--- src/rtl/cache_pkg.sv ---
// Shared cache-side types and helpers used by the lookup and replacement logic.
package cache_pkg;

    typedef enum logic {
        IDLE,
        WAIT_FILL
    } state_t;

    function automatic int unsigned way_idx_w(input int unsigned num_ways);
        return $clog2(num_ways);
    endfunction

    // Assumes at most one bit set; a zero vector maps to index 0.
    function automatic int unsigned onehot_to_idx(input logic [31:0] onehot);
        int unsigned idx;
        idx = 0;
        for (int unsigned i = 0; i < 32; i++) begin
            if (onehot[i]) idx = idx | i;
        end
        return idx;
    endfunction

endpackage

--- src/rtl/lru_victim_select.sv ---
// Combinational victim choice: lowest-index invalid way first, else the LRU way.
module lru_victim_select
    import cache_pkg::*;
#(
    parameter int unsigned NUM_WAYS = 4,
    localparam int unsigned WAY_IDX_W = way_idx_w(NUM_WAYS)
) (
    input  logic [WAY_IDX_W-1:0] age [NUM_WAYS],
    input  logic [NUM_WAYS-1:0]  way_valid,
    output logic [NUM_WAYS-1:0]  victim_way,
    output logic [WAY_IDX_W-1:0] victim_idx
);

    logic found_invalid;

    always_comb begin
        victim_way    = '0;
        found_invalid = 1'b0;
        for (int unsigned i = 0; i < NUM_WAYS; i++) begin
            if (!way_valid[i] && !found_invalid) begin
                victim_way[i] = 1'b1;
                found_invalid = 1'b1;
            end
        end
        // Ages are a permutation, so exactly one way holds the all-ones age.
        if (!found_invalid) begin
            for (int unsigned i = 0; i < NUM_WAYS; i++) begin
                if (age[i] == '1) victim_way[i] = 1'b1;
            end
        end
        victim_idx = WAY_IDX_W'(onehot_to_idx(32'(victim_way)));
    end

endmodule

--- src/rtl/lru_eviction_policy.sv ---
// True-LRU replacement engine: tracks per-way ages and hands a victim to the controller on a miss.
module lru_eviction_policy
    import cache_pkg::*;
#(
    parameter int unsigned NUM_WAYS = 4,
    localparam int unsigned WAY_IDX_W = way_idx_w(NUM_WAYS)
) (
    input  logic                 clk,
    input  logic                 rst_n,
    input  logic                 hit,
    input  logic                 miss,
    input  logic [NUM_WAYS-1:0]  hitWay,
    input  logic [NUM_WAYS-1:0]  wayValid,
    input  logic                 fillAck,
    output logic                 victimReq,
    output logic [NUM_WAYS-1:0]  victimWay,
    output logic [WAY_IDX_W-1:0] victimIdx,
    output logic                 busy,
    output logic                 protocolErr
);

    state_t               state_q, state_d;
    logic [WAY_IDX_W-1:0] age_q [NUM_WAYS];
    logic [WAY_IDX_W-1:0] age_d [NUM_WAYS];
    logic [NUM_WAYS-1:0]  victim_way_q;
    logic [WAY_IDX_W-1:0] victim_idx_q;
    logic                 err_q;

    logic [NUM_WAYS-1:0]  sel_way;
    logic [WAY_IDX_W-1:0] sel_idx;
    logic                 touch_en;
    logic [NUM_WAYS-1:0]  touch_way;
    logic [WAY_IDX_W-1:0] touch_age;
    logic                 load_victim;
    logic                 clear_victim;
    logic                 err_set;

    lru_victim_select #(
        .NUM_WAYS (NUM_WAYS)
    ) u_select (
        .age        (age_q),
        .way_valid  (wayValid),
        .victim_way (sel_way),
        .victim_idx (sel_idx)
    );

    always_comb begin
        state_d      = state_q;
        touch_en     = 1'b0;
        touch_way    = '0;
        load_victim  = 1'b0;
        clear_victim = 1'b0;
        err_set      = 1'b0;
        unique case (state_q)
            IDLE: begin
                if (hit && miss) begin
                    err_set = 1'b1;
                end else if (hit) begin
                    if ($onehot(hitWay)) begin
                        touch_en  = 1'b1;
                        touch_way = hitWay;
                    end else begin
                        err_set = 1'b1;
                    end
                end else if (miss) begin
                    load_victim = 1'b1;
                    state_d     = WAIT_FILL;
                end
            end
            WAIT_FILL: begin
                if (fillAck) begin
                    touch_en     = 1'b1;
                    touch_way    = victim_way_q;
                    clear_victim = 1'b1;
                    state_d      = IDLE;
                end
            end
            default: state_d = IDLE;
        endcase
    end

    // Touch: the touched way becomes MRU, every younger way ages by one.
    always_comb begin
        touch_age = '0;
        for (int unsigned i = 0; i < NUM_WAYS; i++) begin
            if (touch_way[i]) touch_age = age_q[i];
        end
        for (int unsigned j = 0; j < NUM_WAYS; j++) begin
            age_d[j] = age_q[j];
            if (touch_en) begin
                if (touch_way[j])
                    age_d[j] = '0;
                else if (age_q[j] < touch_age)
                    age_d[j] = age_q[j] + WAY_IDX_W'(1);
            end
        end
    end

    always_ff @(posedge clk or negedge rst_n) begin
        if (!rst_n) begin
            state_q      <= IDLE;
            victim_way_q <= '0;
            victim_idx_q <= '0;
            err_q        <= 1'b0;
            for (int unsigned i = 0; i < NUM_WAYS; i++) begin
                age_q[i] <= WAY_IDX_W'(i);
            end
        end else begin
            state_q <= state_d;
            for (int unsigned i = 0; i < NUM_WAYS; i++) begin
                age_q[i] <= age_d[i];
            end
            if (load_victim) begin
                victim_way_q <= sel_way;
                victim_idx_q <= sel_idx;
            end else if (clear_victim) begin
                victim_way_q <= '0;
                victim_idx_q <= '0;
            end
            if (err_set) err_q <= 1'b1;
        end
    end

    assign victimReq   = (state_q == WAIT_FILL);
    assign busy        = (state_q == WAIT_FILL);
    assign victimWay   = victim_way_q;
    assign victimIdx   = victim_idx_q;
    assign protocolErr = err_q;

endmodule

--- config.mk ---
export PLATFORM = sky130hd
export DESIGN_NAME = lru_eviction_policy
export DESIGN_NICKNAME = d
export VERILOG_FILES = /design/src/rtl/cache_pkg.sv /design/src/rtl/lru_victim_select.sv /design/src/rtl/lru_eviction_policy.sv
export SDC_FILE = /design/constraint.sdc
export NUM_CORES = 1
export LEC_CHECK = 0
export BUFFER_PORTS_ARGS = -buffer_cell sky130_fd_sc_hd__buf_2
export CORE_UTILIZATION = 57
export CTS_BUF_LIST = sky130_fd_sc_hd__clkbuf_2 sky130_fd_sc_hd__clkbuf_4 sky130_fd_sc_hd__clkbuf_8
export CTS_CLUSTER_SIZE = 40
export DETAILED_ROUTE_END_ITERATION = 16
export GPL_TIMING_DRIVEN = 1
export HOLD_SLACK_MARGIN = 0.05
export PLACE_DENSITY = 0.92
export SKIP_LAST_GASP = 1
export SLEW_MARGIN = 20
export SYNTH_ARGS = -nofsm -noshare
export SYNTH_HDL_FRONTEND = slang
export SYNTH_SLANG_ARGS = --single-unit
--- constraint.sdc ---
create_clock -name clk -period 3.95 [get_ports clk]
set_input_delay 1.185 -clock clk [delete_from_list [all_inputs] [get_ports clk]]
set_output_delay 1.185 -clock clk [all_outputs]
set_load 0.02 [all_outputs]
======== Yosys cells after proc, flatten, opt, wreduce, memory -nomap -nowiden ========
Index checks and enable logic that the tools add are counted.
cells by class
  $add $sub $neg .......................... 7
  $lt $le $gt $ge ......................... 4
  eq/ne operators ......................... 5
  multiplexer cells ....................... 52
  bitwise logic cells ..................... 1
  reduce and logical (&&, ||, !) cells .... 18
operators with widths
  operator                                                               number
  2-bit two-way mux                                                      16
  4-bit two-way mux                                                      7
  1-bit two-way mux                                                      26
  2-bit nonzero test                                                     5
  2-bit by 1-bit adder with 2-bit output, second input constant          4
  2-bit equality test, second input constant                             4
  2-bit less-than comparator                                             4
  4-bit case mux with 2 select lines                                     1
  2-bit AND reduction                                                    4
  1-bit zero test                                                        5
  1-bit by 1-bit adder with 2-bit output                                 2
  1-bit logical AND                                                      4
  1-bit case mux with 2 select lines                                     2
  2-bit by 2-bit adder with 3-bit output                                 1
  3-bit by 1-bit equality test with 1-bit output, second input constant  1
  1-bit NOT                                                              1
storage, ports and cells
  bits in registers ....................... 16
  input port bits ......................... 13
  output and inout bits ................... 9
  word-level logic and storage cells ...... 95

======== Longest topological paths before layout ========
Gate-level depths: netlist of the first run.
  depth in word-level cells ............... 15
  mapped depth ............................ 17
  mapped depth without buffers ............ 17

======== By module ========
Synthesis of the first run repeated with hierarchy kept, for this count alone.
second synthesis, totals
  cells, all modules ...................... 130
  area total of the unflattened synthesis .. 1144.8 µm²
modules (own cells, without submodules)
  module               times used  cells each  area each (µm²)  sequential area each (µm²)
  lru_eviction_policy  1           113         1053.5           405.4
  lru_victim_select    1           17          91.3             0.0

======== Worst setup path after synthesis of the first run ========
Ideal clock, no wire load.
  kind .................................... input to register
  start ................................... input hitWay[0]
  end ..................................... register age_q[6] in the netlist's numbering
  arrival time ............................ 4.536 ns
  required time ........................... 3.825 ns
  setup slack ............................. -0.711 ns
  stages .................................. 17
  buffers on the path ..................... 0
  cells stage by stage .................... inv_1 > fa_1 > inv_1 > ha_1 > ha_1 > nor4b_4 > a32oi_2 > and3_2 > a21oi_1 > a211oi_1 > a21oi_1 > ha_1 > nor2_1 > a31oi_1 > o41ai_2 > nor3b_2 > mux2_2
on the way
  longest elaborated chain between the ends .. 14
  elaborated cells on any way between the ends .. 19
  those cells by class .................... 2 x add/sub; 1 x order compare; 1 x eq/ne; 13 x mux; 2 x reduce/logical
RTL lines
  element                                                       RTL line                    text
  from (decl)                                                   lru_eviction_policy.sv:12   input logic [NUM_WAYS-1:0] hitWay,
  1-bit by 1-bit adder with 2-bit output (not written as such)  lru_eviction_policy.sv:59   if ($onehot(hitWay)) begin
  2-bit by 2-bit adder with 3-bit output (not written as such)  lru_eviction_policy.sv:59
  3-bit by 1-bit equality test with 1-bit output                lru_eviction_policy.sv:59
  4-bit two-way mux                                             lru_eviction_policy.sv:59
  4-bit two-way mux                                             lru_eviction_policy.sv:58   end else if (hit) begin
  4-bit two-way mux                                             lru_eviction_policy.sv:56   if (hit && miss) begin
  4-bit case mux with 2 select lines                            lru_eviction_policy.sv:54   unique case (state_q)
  2-bit two-way mux (4 in series)                               lru_eviction_policy.sv:86   if (touch_way[i]) touch_age = age_q[i];
  2-bit less-than comparator                                    lru_eviction_policy.sv:93   else if (age_q[j] < touch_age)
  2-bit nonzero test (no line)                                  --
  2-bit AND reduction (no line)                                 --
  to (signal, indexed assignment)                               lru_eviction_policy.sv:106  age_q[i] <= WAY_IDX_W'(i);
  to (signal, indexed assignment)                               lru_eviction_policy.sv:111  age_q[i] <= age_d[i];
  to (decl)                                                     lru_eviction_policy.sv:23   logic [WAY_IDX_W-1:0] age_q [NUM_WAYS];
Several ways; a longest one is shown, not always the timed one.
A chain may end at the register's enable or synchronous reset.

======== Worst setup path in the final report of the first run ========
  start ................................... input hitWay[0]
  end ..................................... register age_q[4] in the netlist's numbering
Same word-level chain as after synthesis.

==> results of run 1 <==
-- cell usage in the layout (no fill, tap or decap), drive strengths merged, types with 2 or more instances in the layout --
cell	synthesis	routed
buf	1	41
a32oi	3	3
dfrtp	12	12
clkbuf	2	4
nand4	2	2
o211ai	2	2
nand2	18	18
dfstp	4	4
a21oi	10	10
nor2	14	14
nand3	2	2
ha	10	10
and3	2	2
and2	2	2
nor4	3	3
a22o	2	2
a32o	3	3
a21o	3	3
inv	7	7
o41ai	2	2
a31oi	2	2
mux2	2	2
o21ai	10	10
-- stage by stage --
| step | std cells | setup TNS [ns] |
|---|---|---|
| finish | 201 | -1.96 |
| global route | 201 | -2.89 |
| CTS | 198 | -1.40 |
| detailed placement | 192 | -4.52 |
| global placement | 192 | -3.67 |
| floorplan | 132 | -2.10 |
-- cell families (layout without fill, tap and decap cells) --
logic type | count (synthesis) | count (layout) | share of synthesized area (%)
compound gates | 43 | 43 | 27.8
flops | 16 | 16 | 33.3
simple gates | 50 | 50 | 21.8
mux | 2 | 2 | 1.85
buf+inv | 10 | 52 | 3.39
fa+ha+maj | 11 | 11 | 11.9
-- worst max-delay path, stage by stage --
cell and delay, ns:
buf_8 0.09, inv_8 0.03, fa_1 0.52, inv_1 0.04
ha_2 0.17, ha_4 0.23, nor4b_4 0.34, nand2_1 0.18
o21ai_2 0.23, a21oi_2 0.09, a211oi_2 0.23, a21oi_2 0.09
buf_4 0.15, ha_4 0.27, nor2_4 0.04, a31oi_4 0.16
o41ai_2 0.11, and3_1 0.17, mux2_4 0.27
-- how the worst min path moves through the flow --
| stage | slack [ns] | endpoint | from | depth (start not counted) |
|---|---|---|---|---|
| after detailed placement | 0.45 | protocolErr | protocolErr | 1 |
| final | 0.50 | protocolErr | protocolErr | 1 |
| after floorplan | 0.46 | age_q[3] | age_q[3] | 2 |
| after global placement | 0.44 | protocolErr | protocolErr | 1 |
| after global routing | 0.51 | protocolErr | protocolErr | 1 |
| after CTS | 0.47 | protocolErr | protocolErr | 1 |
-- power by group through the flow --
stage / Sequential (uW) / Clock (uW) / Combinational (uW)
3_3_place_gp: 286 / 0 / 283
2_1_floorplan: 283 / 0 / 211
3_5_place_dp: 290 / 0 / 300
6_report: 306 / 102 / 416
4_1_cts: 298 / 98.1 / 369
5_1_grt: 312 / 105 / 454
-- sequential cells by signal, summed over array words and instances, names as in the netlist --
signal       count
protocolErr      1
victimWay        4
busy             1
age_q            8
victimIdx        2
-- area by class of cell --
class | instances | area, sq um | share of cell area, %
Multi-Input combinational cell | 106 | 923 | 54.4
Sequential cell | 16 | 405 | 23.9
Tap cell | 27 | 33.8 | 1.99
Inverter | 7 | 33.8 | 1.99
Timing Repair Buffer | 41 | 272 | 16.0
Clock buffer | 4 | 30.0 | 1.77
-- what timing repair did --
item | in CTS | in global routing
gates resized for setup | 22 | 7
gates cloned | 0 | 0
setup endpoints to repair | 8 | 8
pin swaps | 14 | 9
buffers inserted | 2 | 3
-- routing by layer --
metal / global-route usage [%] / routed length, microns / vias up
met5: 0 / 0 / -
met4: 18.9 / 267 / 0
met3: 11.1 / 404 / 40
met2: 59.5 / 2110 / 123
met1: 41.0 / 1530 / 634
li1: - / - / 590
==> results.md, run 1 <==
- DRC viols: 0
- Hold Fails Final Rpt: 0
- Slew HR: roughly half
- Worst r2r dst: age_q[4]
- Die Area: 0.00233 sq mm
- Die width: slightly below 50 microns
- Routed WL: between 4000 and 5000 microns
- Dominant synthesized flop cell: dfrtp_1
- DP Area: 0.00150 sq mm
- Core area: approximately 0.002 sq mm
- Filler cells: 89
- Synth Area per Inst: between 9 and 10 sq um
- Startpoint types: input port
- Post-synth EDFFs: 0
- Design area: around 0.0017 sq mm
- Top cells by area, synth: dfrtp_1, ha_1, dfstp_2, nand2_1, nor2_1
- Post-synthesis cell type count: between 40 and 50
- Clock Path Buffers: 2
- H-tree level count: 1
- Initial DRC count: just over 100
- Failing checks: negative setup slack
- Most frequent cell after synthesis: nand2_1
- CTS Root Cell: clkbuf_4
- Skew-Pair Late Insertion Delay: 0.31 ns
- Share of cells above drive strength 1: around half
- Switching fraction of total power: 43.3%
- Crit path DAT: between 4 and 5 ns
- NetSw: between 300 and 400 uW
- Worst-margin pin slew: roughly 0.74 ns
- Rows: 16
- Part of the power in the clock network: between 10% and 20%
- Power density over the cells: approximately 490 mW/mm^2
- Worst r2r path cells: 14
- Crit share post-route: 110%
- Ant. Diodes: 0
- Vias per inst: slightly below 7
- Reg clk slew, reported paths: around 0.09 ns
- Total power draw: 824 uW
- Syn Inst Count: ~130
- Hpwl dp: ~2400 microns
- GRT Util Overall: between 30 and 40%
- Yosys reg bits: 16
- IO buf count: 21
- CP required: ~4.2 ns
- Worst min path class: reg2reg
- Initial antenna violation count: 0
- Clock Skews: approximately 0.0074 ns
- Worst R2R Start: busy
- Total CTS buffers: 3
- Mapped cell area: roughly 0.0012 sq mm
- Worst Setup SP: hitWay[0]
- Min cycle time layout: about 4.4 ns
- I/O pins: 22
- GP Congestion: approximately 0.88
- Pint: about 470 uW
- TritonCTS clock tree: done
- Fmax: about 230 MHz
- DR vias: approximately 1.4k
- DRT antenna net count: 0
- Worst setup EP type: flop
- Area delta synth->final: 39.3%
- Die Ht: approximately 48 microns
- First-pass GRT wire length: roughly 5600 microns
- # hold bufs at CTS: 0
- Final #Nets: 199
- Hold_ws: 0.496 ns
- CP endpoint: age_q[4]
- Yosys warnings: 0
- Max Cap Viol: 0
- Starting Density: between 60 and 70%
- Status: finished with violations
- Yosys top cell by area: dfrtp_1
- Gate power share: between 50% and 60%
- Leakage: approximately 0.00078 uW
- RSZ-0062 raised after global routing: true
- Leading cell types by count after synthesis: nand2_1, nor2_1, dfrtp_1, a21oi_1, ha_1
- Core Util, Final: between 80% and 90%
- CP max FO: 4
- Seq pwr share: a little under two fifths
- CP Class: in2reg
- Pin count of the biggest net entering global routing: 17
- Clock tree sinks: 16
- Peak supply drop: ~460 uV
- Drt wl/cell: ~21 microns
- Pre-CTS WS: -0.691 ns
- Worst setup margin: -0.403 ns
- Sequential element share of the synthesized area: between 30% and 40%
- FFs w/ async S/R, synth: 100%
- Setup violators final: 8
- Reg-to-reg slack, setup: ~1.0 ns
- Syn nets: ~160
- First-pass DRT Iterations: 7
- Slew Limit Fails: 0
- Top cell type's share of synthesized area: between 20 and 25%
- GR Overflow Total: 0
- Number of global-route vias before repair: around 1.2k
(Power assumes the default switching activity.)
==> run 2, diff against run 1 <==
--- a/config.mk
+++ b/config.mk
@@ -13,6 +13,7 @@
 export GPL_TIMING_DRIVEN = 1
 export HOLD_SLACK_MARGIN = 0.05
 export PLACE_DENSITY = 0.92
+export REMOVE_ABC_BUFFERS = 1
 export SKIP_LAST_GASP = 1
 export SLEW_MARGIN = 20
 export SYNTH_ARGS = -nofsm -noshare
==> results.md, run 2 (synthesis results as in run 1) <==
- Status: finished with violations
- Failing checks: negative setup slack
- Max Cap Viol: 0
- Worst-margin pin slew: 0.608 ns
- I/O pins: 22
- Initial antenna violation count: 0
- DR vias: approximately 1.5k
- CP max FO: 4
- Worst min path class: reg2reg
- GP Congestion: a little over 0.9
- Die Area: between 0.002 and 0.0025 sq mm
- Reg clk slew, reported paths: 0.09 ns
- First-pass GRT wire length: roughly 6500 microns
- Slew Limit Fails: 0
- GR Overflow Total: 0
- Routed WL: just over 5000 microns
- Commonest non-fill, non-tap cells in the layout: buf_4, buf_2, nand2_1, dfrtp_1, nor2_1
- Most common cell after layout, fill and taps aside: buf_4
- Starting Density: approximately 61%
- DRT antenna net count: 0
- IO buf count: 21
- Crit path buffers/inverters: 4
- Number of global-route vias before repair: 1290
- Crit-path cells: buf_8 > inv_4 > fa_1 > inv_2 > ha_4 > ha_4 > nor4b_4 > buf_4 > a32o_2 > and3_4 > a21oi_4 > a211oi_2 > a21oi_2 > ha_4 > nor2_4 > a31oi_1 > o41ai_2 > nor3b_2 > mux2_4
- Setup violators final: 8
- Ant. Diodes: 0
- FF/Latch Area: 405 sq um
- Crit path DAT: around 4.7 ns
- CP Class: in2reg
- Hpwl dp: between 2000 and 3000 microns
- Pin count of the biggest net entering global routing: 17
- Die Ht: between 40 and 50 microns
- DRC viols: 0
- Multi-input gate area: around 930 sq um
- H-tree level count: 1
- Vias per inst: around 7.4
- Clock Skews: approximately 0.0078 ns
- GRT Util Overall: 42.5%
- Drt wl/cell: ~25 microns
- Startpoint types: input port
- Slowest stage delay, CP: around 0.55 ns
- Biggest register: age_q
- Rows: 16
- First-pass DRT Iterations: 8
- DP Area: 0.00147 sq mm
- Min cycle time layout: around 4.5 ns
- Slowest cell on the critical path: fa_1
- Share of cells above drive strength 1: approximately 50%
- Fmax: 223 MHz
- Initial DRC count: 143
- Power density over the cells: slightly below 500 mW/mm^2
- Crit share post-route: 114%
- CTS Root Cell: clkbuf_4
- CP most frequent cell: ha_4
- CP delay by family, top: adder cells
- Total power draw: approximately 850 uW
- RSZ-0062 raised after global routing: true
- Hold Fails Final Rpt: 0
- Final #Nets: 203
- Worst setup margin: -0.542 ns
- Max reg flops: 8
- Design area: 0.00174 sq mm
- Area delta synth->final: 42.9%
- Worst setup EP type: flop
- Slew HR: 59.4%
- TritonCTS clock tree: done
- CP required: ~4.1 ns
- Total CTS buffers: 3
- Skew-Pair Late Insertion Delay: 0.30 ns
- Clock Path Buffers: 2
- Leakage: around 0.0008 uW
- Core area: 0.00198 sq mm
- Die width: 48.2 microns
- Filler cells: 91
- Peak supply drop: 414 uV
- Clock tree sinks: 16
-- run 2: report_power, final --
group / total, uW / internal, uW / switching, uW / leakage (uW)
registers: 310 / 221 / 88.8 / 0.000194
logic: 439 / 209 / 229 / 0.000593
clock network: 99.7 / 46.3 / 53.4 / 0.0000184
total: 848 / 477 / 372 / 0.000806
-- run 2: layout make-up --
type	count	area share (%)
Tap cell	27	1.94
Multi-Input combinational cell	106	53.2
Timing Repair Buffer	45	18.1
Inverter	7	1.80
Clock buffer	4	1.72
Sequential cell	16	23.3
-- run 2: what timing repair did --
action	CTS	global route
setup buffers	1	6
hold buffers	0	0
cloned	0	0
gates resized for setup	29	16
pin swaps	17	10
setup endpoints to repair	8	8
-- run 2: per-stage QoR --
| step | worst slack, ns | utilization, % | hold slack (ns) | setup TNS, ns | instances |
|---|---|---|---|---|---|
| 2_1_floorplan | -0.711 | - | 0.473 | -4.17 | 129 |
| 4_1_cts | -0.350 | 81.9 | 0.464 | -1.38 | 199 |
| 3_3_place_gp | -0.727 | 74.2 | 0.438 | -4.98 | 194 |
| 3_5_place_dp | -1.04 | 74.2 | 0.447 | -7.53 | 194 |
| 5_1_grt | -0.652 | 87.9 | 0.494 | -4.43 | 205 |
| 6_report | -0.542 | 87.9 | 0.488 | -3.67 | 205 |
-- run 2: metal layers --
layer  routed length [microns]  track usage (%)  up-vias
met3                       616             11.5       62
met4                       464             23.9        0
li1                          -                -      590
met2                      2380             67.5      167
met5                         0                0        -
met1                      1680             51.7      704
-- run 2: path summary, 6_finish.rpt --
kind	start	endpoint	slack, ns	cells past startpoint
worst max-delay path	hitWay[0]	age_q[6]	-0.54	19
worst min-delay path	protocolErr	protocolErr	0.49	1
worst max register to register	busy	age_q[6]	0.78	12
worst min register to register	protocolErr	protocolErr	0.49	1
max in group asynchronous	rst_n	age_q[0]	2.84	1
min in group asynchronous	rst_n	protocolErr	0.79	1
